--- src/rtl/hartslag_meter.sv ---
// rtl/hartslag_meter.sv - heartbeat pulse to BPM: sync, debounce, period measurement, divider
module hartslag_meter #(
  parameter int CNT_W         = 16,
  parameter int TICKS_PER_MIN = 60000,
  parameter int DEBOUNCE      = 4,
  parameter int MIN_PERIOD    = 200,
  parameter int TIMEOUT       = 3000
) (
  input  logic       clk,
  input  logic       reset,
  input  logic       tick,
  input  logic       hartslagIngang,
  output logic [7:0] hartslag,
  output logic       hartslagValid,
  output logic       hartslagNew,
  output logic       hartslagError
);

  localparam int DB_W = $clog2(DEBOUNCE + 1);
  localparam int BC_W = $clog2(CNT_W);
  localparam logic [CNT_W-1:0] CNT_MAX   = '1;
  localparam logic [CNT_W-1:0] DIVIDEND  = CNT_W'(TICKS_PER_MIN);
  localparam logic [CNT_W-1:0] MIN_P     = CNT_W'(MIN_PERIOD);
  localparam logic [CNT_W-1:0] TIMEOUT_C = CNT_W'(TIMEOUT);

  typedef enum logic [1:0] {S_IDLE, S_DIV, S_DONE} state_t;

  state_t            state_q, state_d;
  logic              sync1_q, sync1_d, sync2_q, sync2_d;
  logic              level_q, level_d, level_prev_q, level_prev_d;
  logic [DB_W-1:0]   db_cnt_q, db_cnt_d;
  logic [CNT_W-1:0]  cnt_q, cnt_d;
  logic              armed_q, armed_d;
  logic [CNT_W-1:0]  period_q, period_d;
  logic [CNT_W-1:0]  rem_q, rem_d, dvd_q, dvd_d, quo_q, quo_d;
  logic [BC_W-1:0]   bit_q, bit_d;
  logic [7:0]        hs_q, hs_d;
  logic              valid_q, valid_d, new_q, new_d, err_q, err_d;

  logic              beat, start, timeout;
  logic [CNT_W-1:0]  cnt_inc, cnt_restart;
  logic [CNT_W:0]    rem_shift;
  logic [CNT_W-1:0]  rem_sub;
  logic              q_bit;

  assign sync1_d      = hartslagIngang;
  assign sync2_d      = sync1_q;
  assign level_prev_d = level_q;
  assign beat         = level_q & ~level_prev_q;

  // A differing level must survive DEBOUNCE ticks in a row to be accepted.
  always_comb begin
    level_d  = level_q;
    db_cnt_d = '0;
    if (sync2_q != level_q) begin
      db_cnt_d = db_cnt_q;
      if (tick) begin
        if (db_cnt_q == DB_W'(DEBOUNCE - 1)) begin
          level_d  = ~level_q;
          db_cnt_d = '0;
        end else begin
          db_cnt_d = db_cnt_q + DB_W'(1);
        end
      end
    end
  end

  assign cnt_inc     = (cnt_q == CNT_MAX) ? cnt_q : cnt_q + CNT_W'(1);
  assign cnt_restart = tick ? CNT_W'(1) : '0;

  // A beat outranks a timeout landing in the same cycle.
  always_comb begin
    cnt_d    = tick ? cnt_inc : cnt_q;
    armed_d  = armed_q;
    start    = 1'b0;
    timeout  = 1'b0;
    if (beat) begin
      if (!armed_q) begin
        armed_d = 1'b1;
        cnt_d   = cnt_restart;
      end else if (cnt_q >= MIN_P) begin
        cnt_d = cnt_restart;
        start = (state_q == S_IDLE);
      end
    end else if (armed_q && (cnt_q == TIMEOUT_C)) begin
      armed_d = 1'b0;
      timeout = 1'b1;
    end
  end

  assign period_d  = start ? cnt_q : period_q;
  assign rem_shift = {rem_q, dvd_q[CNT_W-1]};
  assign q_bit     = (rem_shift >= {1'b0, period_q});
  assign rem_sub   = rem_shift[CNT_W-1:0] - period_q;

  always_ff @(posedge clk) begin
    if (!reset) begin
      state_q <= S_IDLE;
    end else begin
      state_q <= state_d;
    end
  end

  always_comb begin
    state_d = state_q;
    case (state_q)
      S_IDLE: if (start) state_d = S_DIV;
      S_DIV:  if (bit_q == BC_W'(CNT_W - 1)) state_d = S_DONE;
      S_DONE: state_d = S_IDLE;
      default: state_d = S_IDLE;
    endcase
  end

  always_comb begin
    rem_d   = rem_q;
    dvd_d   = dvd_q;
    quo_d   = quo_q;
    bit_d   = bit_q;
    hs_d    = hs_q;
    valid_d = valid_q;
    new_d   = 1'b0;
    err_d   = err_q;
    if (timeout) begin
      err_d   = 1'b1;
      valid_d = 1'b0;
      hs_d    = 8'd0;
    end
    case (state_q)
      S_IDLE: begin
        if (start) begin
          rem_d = '0;
          dvd_d = DIVIDEND;
          quo_d = '0;
          bit_d = '0;
        end
      end
      S_DIV: begin
        rem_d = q_bit ? rem_sub : rem_shift[CNT_W-1:0];
        dvd_d = {dvd_q[CNT_W-2:0], 1'b0};
        quo_d = {quo_q[CNT_W-2:0], q_bit};
        bit_d = bit_q + BC_W'(1);
      end
      S_DONE: begin
        hs_d    = (quo_q > CNT_W'(255)) ? 8'hFF : quo_q[7:0];
        valid_d = 1'b1;
        err_d   = 1'b0;
        new_d   = 1'b1;
      end
      default: ;
    endcase
  end

  always_ff @(posedge clk) begin
    if (!reset) begin
      sync1_q      <= 1'b0;
      sync2_q      <= 1'b0;
      level_q      <= 1'b0;
      level_prev_q <= 1'b0;
      db_cnt_q     <= '0;
      cnt_q        <= '0;
      armed_q      <= 1'b0;
      period_q     <= '0;
      rem_q        <= '0;
      dvd_q        <= '0;
      quo_q        <= '0;
      bit_q        <= '0;
      hs_q         <= 8'd0;
      valid_q      <= 1'b0;
      new_q        <= 1'b0;
      err_q        <= 1'b0;
    end else begin
      sync1_q      <= sync1_d;
      sync2_q      <= sync2_d;
      level_q      <= level_d;
      level_prev_q <= level_prev_d;
      db_cnt_q     <= db_cnt_d;
      cnt_q        <= cnt_d;
      armed_q      <= armed_d;
      period_q     <= period_d;
      rem_q        <= rem_d;
      dvd_q        <= dvd_d;
      quo_q        <= quo_d;
      bit_q        <= bit_d;
      hs_q         <= hs_d;
      valid_q      <= valid_d;
      new_q        <= new_d;
      err_q        <= err_d;
    end
  end

  assign hartslag      = hs_q;
  assign hartslagValid = valid_q;
  assign hartslagNew   = new_q;
  assign hartslagError = err_q;

endmodule

--- config.mk ---
export PLATFORM = sky130hd
export DESIGN_NAME = hartslag_meter
export DESIGN_NICKNAME = d
export VERILOG_FILES = /design/src/rtl/hartslag_meter.sv
export SDC_FILE = /design/constraint.sdc
export NUM_CORES = 1
export LEC_CHECK = 0
export ABC_AREA = 1
export CAP_MARGIN = 25
export CELL_PAD_IN_SITES_DETAIL_PLACEMENT = 0
export CELL_PAD_IN_SITES_GLOBAL_PLACEMENT = 2
export CORE_UTILIZATION = 35
export DETAILED_ROUTE_END_ITERATION = 10
export PLACE_DENSITY = 0.76
export SYNTH_ARGS = -nofsm -noshare
export SYNTH_HDL_FRONTEND = slang
export SYNTH_SLANG_ARGS = --single-unit
--- constraint.sdc ---
create_clock -name clk -period 2.55 [get_ports clk]
set_clock_uncertainty 0.1 [all_clocks]
set_input_delay 0.51 -clock clk [delete_from_list [all_inputs] [get_ports clk]]
set_output_delay 0.51 -clock clk [all_outputs]
set_load 0.02 [all_outputs]
==> run summary, run 1 <==
DR DRC count - 0
Setup crit end kind - register
Syn Std Cell Area - 5280 um2
Number of max-cap violations - 0
Final Util - 0.4070
Share of layout cells above drive strength 1 - 0.05362
Grt ovf - 0
HP Class - reg2reg
Post-CTS Hold Buffers - 0
Vias - 4739
First-pass GRT wire length - 22650 um
Worst-case clock buffer depth - 2
Chip Height - 124.8 um
Clock Tree Root - clkbuf_16
Count of final setup violators - 0
Rows - 44
# diodes - 0
Total GRT Usage - 0.1843
Minimum clock period - 2.171 ns
Clock sinks - 100
Synth Warn # - 0
Drt total wl - 13300 um
RSZ-0062 raised after global routing - no
Tightest Pin Transition - 0.6076 ns
PD cells - 520.6 nW/um2
Synth Register Bits - 100
Largest net degree at the start of global routing - 37
Mapped Nets - 804
Fin nets - 822
Setup ws final - 0.3788 ns
Core area - 14640 um2
CTS tree - done
Crit path launch type - register
Die width - 124.8 um
Combinational power share - 0.033
Initial Utilization - 0.3606
Setup CP Type - reg2reg
# IOs - 15
Area Growth Syn to Fin - 12.87%
Clock Power Share - 0.457
Routed vias/inst - 4.806
Distinct cell type count after synthesis - 41
Power Total - 3.103 mW
Synth Area per Inst - 6.778 um2
Top cell type's share of synthesized area - 0.3791
Most frequent cells in the layout - nand2_1, inv_1, dfxtp_1
Crit path arrival time - 2.32 ns
Worst hold start - sync1_q$_SDFF_PN0_
Int Pwr - 2.380 mW
Most common cell after layout, fill and taps aside - nand2_1
Final Hold Fails - 0
Synth area leaders - dfxtp_1, nand2_1, inv_1
IO buf count - 14
Worst-path maximum fanout - 17
Period utilisation layout - 0.8515
Die area - 15580 um2
FILL cells - 1576
Post_cts resized - 0
Vias in the first global route - 4587
Post-CTS Setup Bufs - 0
Critical R2R Capture - rem_q[13]$_SDFFE_PN0P_
Setup TNS - 0 ns
Hold path cells - 2
Per-cell routed wire length - 13.49 um
Hold Crit Endpoint - sync2_q$_SDFF_PN0_
Reg2Reg Setup Slack - 0.38 ns
Status - finished, final reports clean
Cells on worst reg2reg path - 10
Depth of the CTS H-tree - 3
Worst setup slack after placement - 0.3720 ns
Clock transition at path regs - 0.07 ns
Sequential share of power - 0.510
Worst VDD drop - 0.3053 mV
GP Congestion - 0.8475
Max-slew violation count - 0
Post-DRT Antenna Nets - 0
Req. time, crit path - 2.70 ns
Hold Slack - 0.3211 ns
Clock latency on the worst-skew pair - 0.35 ns
Peak Freq - 0.4606 GHz
Sw Ratio - 0.2329
Reg-to-Reg Start - rem_q[6]$_SDFFE_PN0P_
Initial antenna violation count - 0
DR pass1 iterations - 8
Switch Pwr - 722.5 uW
Register area share after synthesis - 0.3791
Detailed placement HPWL - 10170 um
Pleak - 2.837 nW
Initial DRC count - 248
Slew HR - 0.5939
Syn Inst Count - 779
Number of buffers created by CTS - 9
Area leader, netlist - dfxtp_1
power groups by stage:
stage                     logic (mW)  clock network (mW)  registers [mW]
final                          0.101                1.42            1.58
after global routing           0.115                1.54            1.58
after CTS                      0.103                1.47            1.58
after detailed placement       0.103                   0            1.62
after global placement         0.101                   0            1.62
after floorplan               0.0706                   0            1.61
cell usage after synthesis, drive strengths merged:
cell type and n:
and3 1, a21o 1, o311a 1, a211oi 3, nand2 263, buf 10, xnor2 8, o2111ai 1
clkbuf 8, o21ai 48, o2111a 1, a21oi 36, ha 20, fa 1, nand3 67, nand4 10
o211ai 2, dfxtp 100, nor2 54, inv 107, nor3 9, xor2 4, nor3b 1, or2 4
clkinv 2, nor4 4, nand3b 11, o21bai 2
cells by family (layout without fill, tap and decap cells):
logic type      count (synthesis)  after routing  synth area share
compound gates                 95             95           0.09739
xor+xnor                       12             12           0.01991
fa+ha+maj                      21             21           0.05118
buf+inv                       127            150           0.09763
flops                         100            100            0.3791
simple gates                  424            424            0.3547
area by class of cell:
type | count | area [um2] | share of cell area
multi-input combinational | 552 | 2763 | 0.4636
clock buffer | 9 | 225.2 | 0.03779
inverter | 109 | 409.1 | 0.06865
tap | 184 | 230.2 | 0.03863
clock inverter | 7 | 82.58 | 0.01386
sequential | 100 | 2002 | 0.3359
timing repair buffer | 25 | 247.7 | 0.04157
metal layers:
layer,GRT usage,share of wire
met2,0.3077,0.45
met1,0.2349,0.49
met3,0.02706,0.026
met4,0.08393,0.030
met5,0,0
through the flow:
stage	instance area [um2]	std cells
after CTS	5959	986
after floorplan	5280	779
after global routing	5959	986
after global placement	5652	970
after detailed placement	5652	970
final	5959	986
worst max-delay path, stage by stage (launching register included):
cell,delay [ns]
dfxtp_1,0.35
ha_1,0.38
nand2_1,0.17
nor2_1,0.17
nand3_1,0.14
nand3_1,0.16
nand2_2,0.07
nand2_2,0.27
nand3_1,0.12
nand2_1,0.09
nand2_1,0.04
flip-flops by register name, indices dropped and copies added, names as in the netlist:
signal,count
bit_q,4
dvd_q,11
db_cnt_q,3
hartslag,8
hartslagError,1
period_q,16
state_q,2
armed_q,1
rem_q,16
sync1_q,1
level_prev_q,1
hartslagNew,1
sync2_q,1
quo_q,16
level_prev_d,1
hartslagValid,1
cnt_q,16
worst max path at each step:
stage | cells past startpoint | to | startpoint
2_1_floorplan | 12 | rem_q[4]$_SDFFE_PN0P_ | period_q[7]$_SDFFE_PN0P_
3_3_place_gp | 10 | rem_q[14]$_SDFFE_PN0P_ | rem_q[6]$_SDFFE_PN0P_
3_5_place_dp | 10 | rem_q[13]$_SDFFE_PN0P_ | rem_q[6]$_SDFFE_PN0P_
4_1_cts | 10 | rem_q[13]$_SDFFE_PN0P_ | rem_q[6]$_SDFFE_PN0P_
5_1_grt | 11 | rem_q[14]$_SDFFE_PN0P_ | period_q[7]$_SDFFE_PN0P_
6_report | 10 | rem_q[13]$_SDFFE_PN0P_ | rem_q[6]$_SDFFE_PN0P_
(Power assumes the default switching activity.)
==> inputs of run 2 (changes only) <==
==> constraint.sdc (replaced) <==
create_clock -name clk -period 2.69 [get_ports clk]
set_clock_uncertainty 0.1 [all_clocks]
set_input_delay 0.538 -clock clk [delete_from_list [all_inputs] [get_ports clk]]
set_output_delay 0.538 -clock clk [all_outputs]
set_load 0.02 [all_outputs]
==> run 2 against run 1 <==
Sequential cell count unchanged. Die area unchanged. First-iteration DRC count down 27%. Final cell count down 0.41%. Register-to-register slack better by 0.02 ns. Count of clock-buffer cells in the layout up 1. Sequential share of layout area up 0.17 points. Setup slack better by 0.016 ns. Routed wire length down 1.1%. Maximum frequency down 5.4%. Final area down 0.50%. Largest cell class unchanged.
==> run summary, run 2 (synthesis gave the netlist of run 1 again) <==
Largest net degree at the start of global routing - 38
Per-cell routed wire length - 13.40 um
Detailed placement HPWL - 10040 um
Slew HR - 0.6126
Count of final setup violators - 0
Worst setup slack after placement - 0.3947 ns
Tightest Pin Transition - 0.5797 ns
Chip Height - 124.8 um
Drt total wl - 13160 um
Routed vias/inst - 4.815
Setup ws final - 0.3950 ns
Post-DRT Antenna Nets - 0
Number of buffers created by CTS - 9
Most common cell after layout, fill and taps aside - nand2_1
Worst-case clock buffer depth - 2
Minimum clock period - 2.295 ns
# IOs - 15
Pleak - 2.825 nW
Die width - 124.8 um
GP Congestion - 0.8143
Setup crit end kind - register
RSZ-0062 raised after global routing - no
DR pass1 iterations - 5
Final Hold Fails - 0
Rows - 44
Initial antenna violation count - 0
PD cells - 499.8 nW/um2
Setup TNS - 0 ns
Vias in the first global route - 4536
First-pass GRT wire length - 22200 um
Clock latency on the worst-skew pair - 0.35 ns
Area Growth Syn to Fin - 12.30%
Grt ovf - 0
DR DRC count - 0
CTS tree - done
Power Total - 2.964 mW
HP Class - reg2reg
Total GRT Usage - 0.1799
Req. time, crit path - 2.88 ns
Period utilisation layout - 0.8531
Depth of the CTS H-tree - 3
Worst VDD drop - 0.2678 mV
# diodes - 0
Setup CP Type - reg2reg
Most frequent cells in the layout - nand2_1, inv_1, dfxtp_1
Busiest grt layer - met2
Post-CTS Setup Bufs - 0
Clock transition at path regs - 0.07 ns
Routing usage on met2 - 0.3070
Worst-path maximum fanout - 17
Initial DRC count - 182
Status - finished, final reports clean
Max-slew violation count - 0
GRT met1 Usage - 0.2341
Crit path arrival time - 2.49 ns
Number of max-cap violations - 0
Clock Tree Root - clkbuf_16
Peak Freq - 0.4357 GHz
FILL cells - 1595
Die area - 15580 um2
Post-CTS Hold Buffers - 0
IO buf count - 14
Clock sinks - 100
Post_cts resized - 0
Crit path launch type - register
Core area - 14640 um2
Vias - 4728
Initial Utilization - 0.3606
M3 GR Usage - 0.02363
Fin nets - 818
Share of layout cells above drive strength 1 - 0.04887
[run 2: cell types whose count changed in the layout (fill, tap and decap cells not counted)]
cell | previous run | this run
buf_4 | 9 | 6
inv_8 | 1 | 0
clkinv_8 | 0 | 1
clkinvlp_4 | 2 | 0
buf_12 | 2 | 1
inv_6 | 1 | 2
clkbuf_8 | 0 | 1
[run 2: where the power goes]
part	switching [mW]	total [mW]	leakage, nW	internal (mW)
combinational	0.0609	0.0902	1.86	0.0292
sequential	0.0124	1.50	0.807	1.49
clock	0.608	1.37	0.156	0.765
total	0.681	2.96	2.82	2.28
[run 2: worst max-delay path, cell delays in order, from the launching register on]
cell     delay [ns]
dfxtp_1        0.42
ha_1           0.34
nand2_1        0.12
inv_1          0.06
nand2_1        0.10
inv_1          0.05
nand2_1        0.05
nand2_1        0.08
nor2_4         0.34
nand2_2        0.30
nand2_1        0.15
nand3_1        0.08
nand2_1        0.06
[run 2: area by class of cell]
type / instances / area [um2] / share of cell area
clock inverter: 6 / 81.33 / 0.01372
multi-input combinational: 552 / 2763 / 0.4659
tap: 184 / 230.2 / 0.03883
timing repair buffer: 21 / 205.2 / 0.03461
inverter: 109 / 409.1 / 0.06900
sequential: 100 / 2002 / 0.3376
clock buffer: 10 / 239.0 / 0.04030
[run 2: per-stage QoR]
step	hold slack (ns)	instance area (um2)	utilization	std cells
6_report	0.3257	5929	0.4049	982
3_5_place_dp	0.3135	5609	0.3830	966
4_1_cts	0.3309	5929	0.4049	982
5_1_grt	0.3391	5929	0.4049	982
2_1_floorplan	0.2905	5280	-	779
3_3_place_gp	0.3024	5609	0.3830	966
[run 2: path summary, 6_finish.rpt]
check | start | endpoint | slack (ns) | depth (start not counted)
worst max register to register | rem_q[12]$_SDFFE_PN0P_ | rem_q[11]$_SDFFE_PN0P_ | 0.40 | 12
worst max-delay path | rem_q[12]$_SDFFE_PN0P_ | rem_q[11]$_SDFFE_PN0P_ | 0.40 | 12
worst min register to register | sync1_q$_SDFF_PN0_ | sync2_q$_SDFF_PN0_ | 0.33 | 2
worst min-delay path | sync1_q$_SDFF_PN0_ | sync2_q$_SDFF_PN0_ | 0.33 | 2
[run 2: routing by layer]
metal	part of all wire	wire length, um
met1	0.47	6218
met2	0.48	6368
met3	0.031	402
met4	0.013	167
met5	0	0
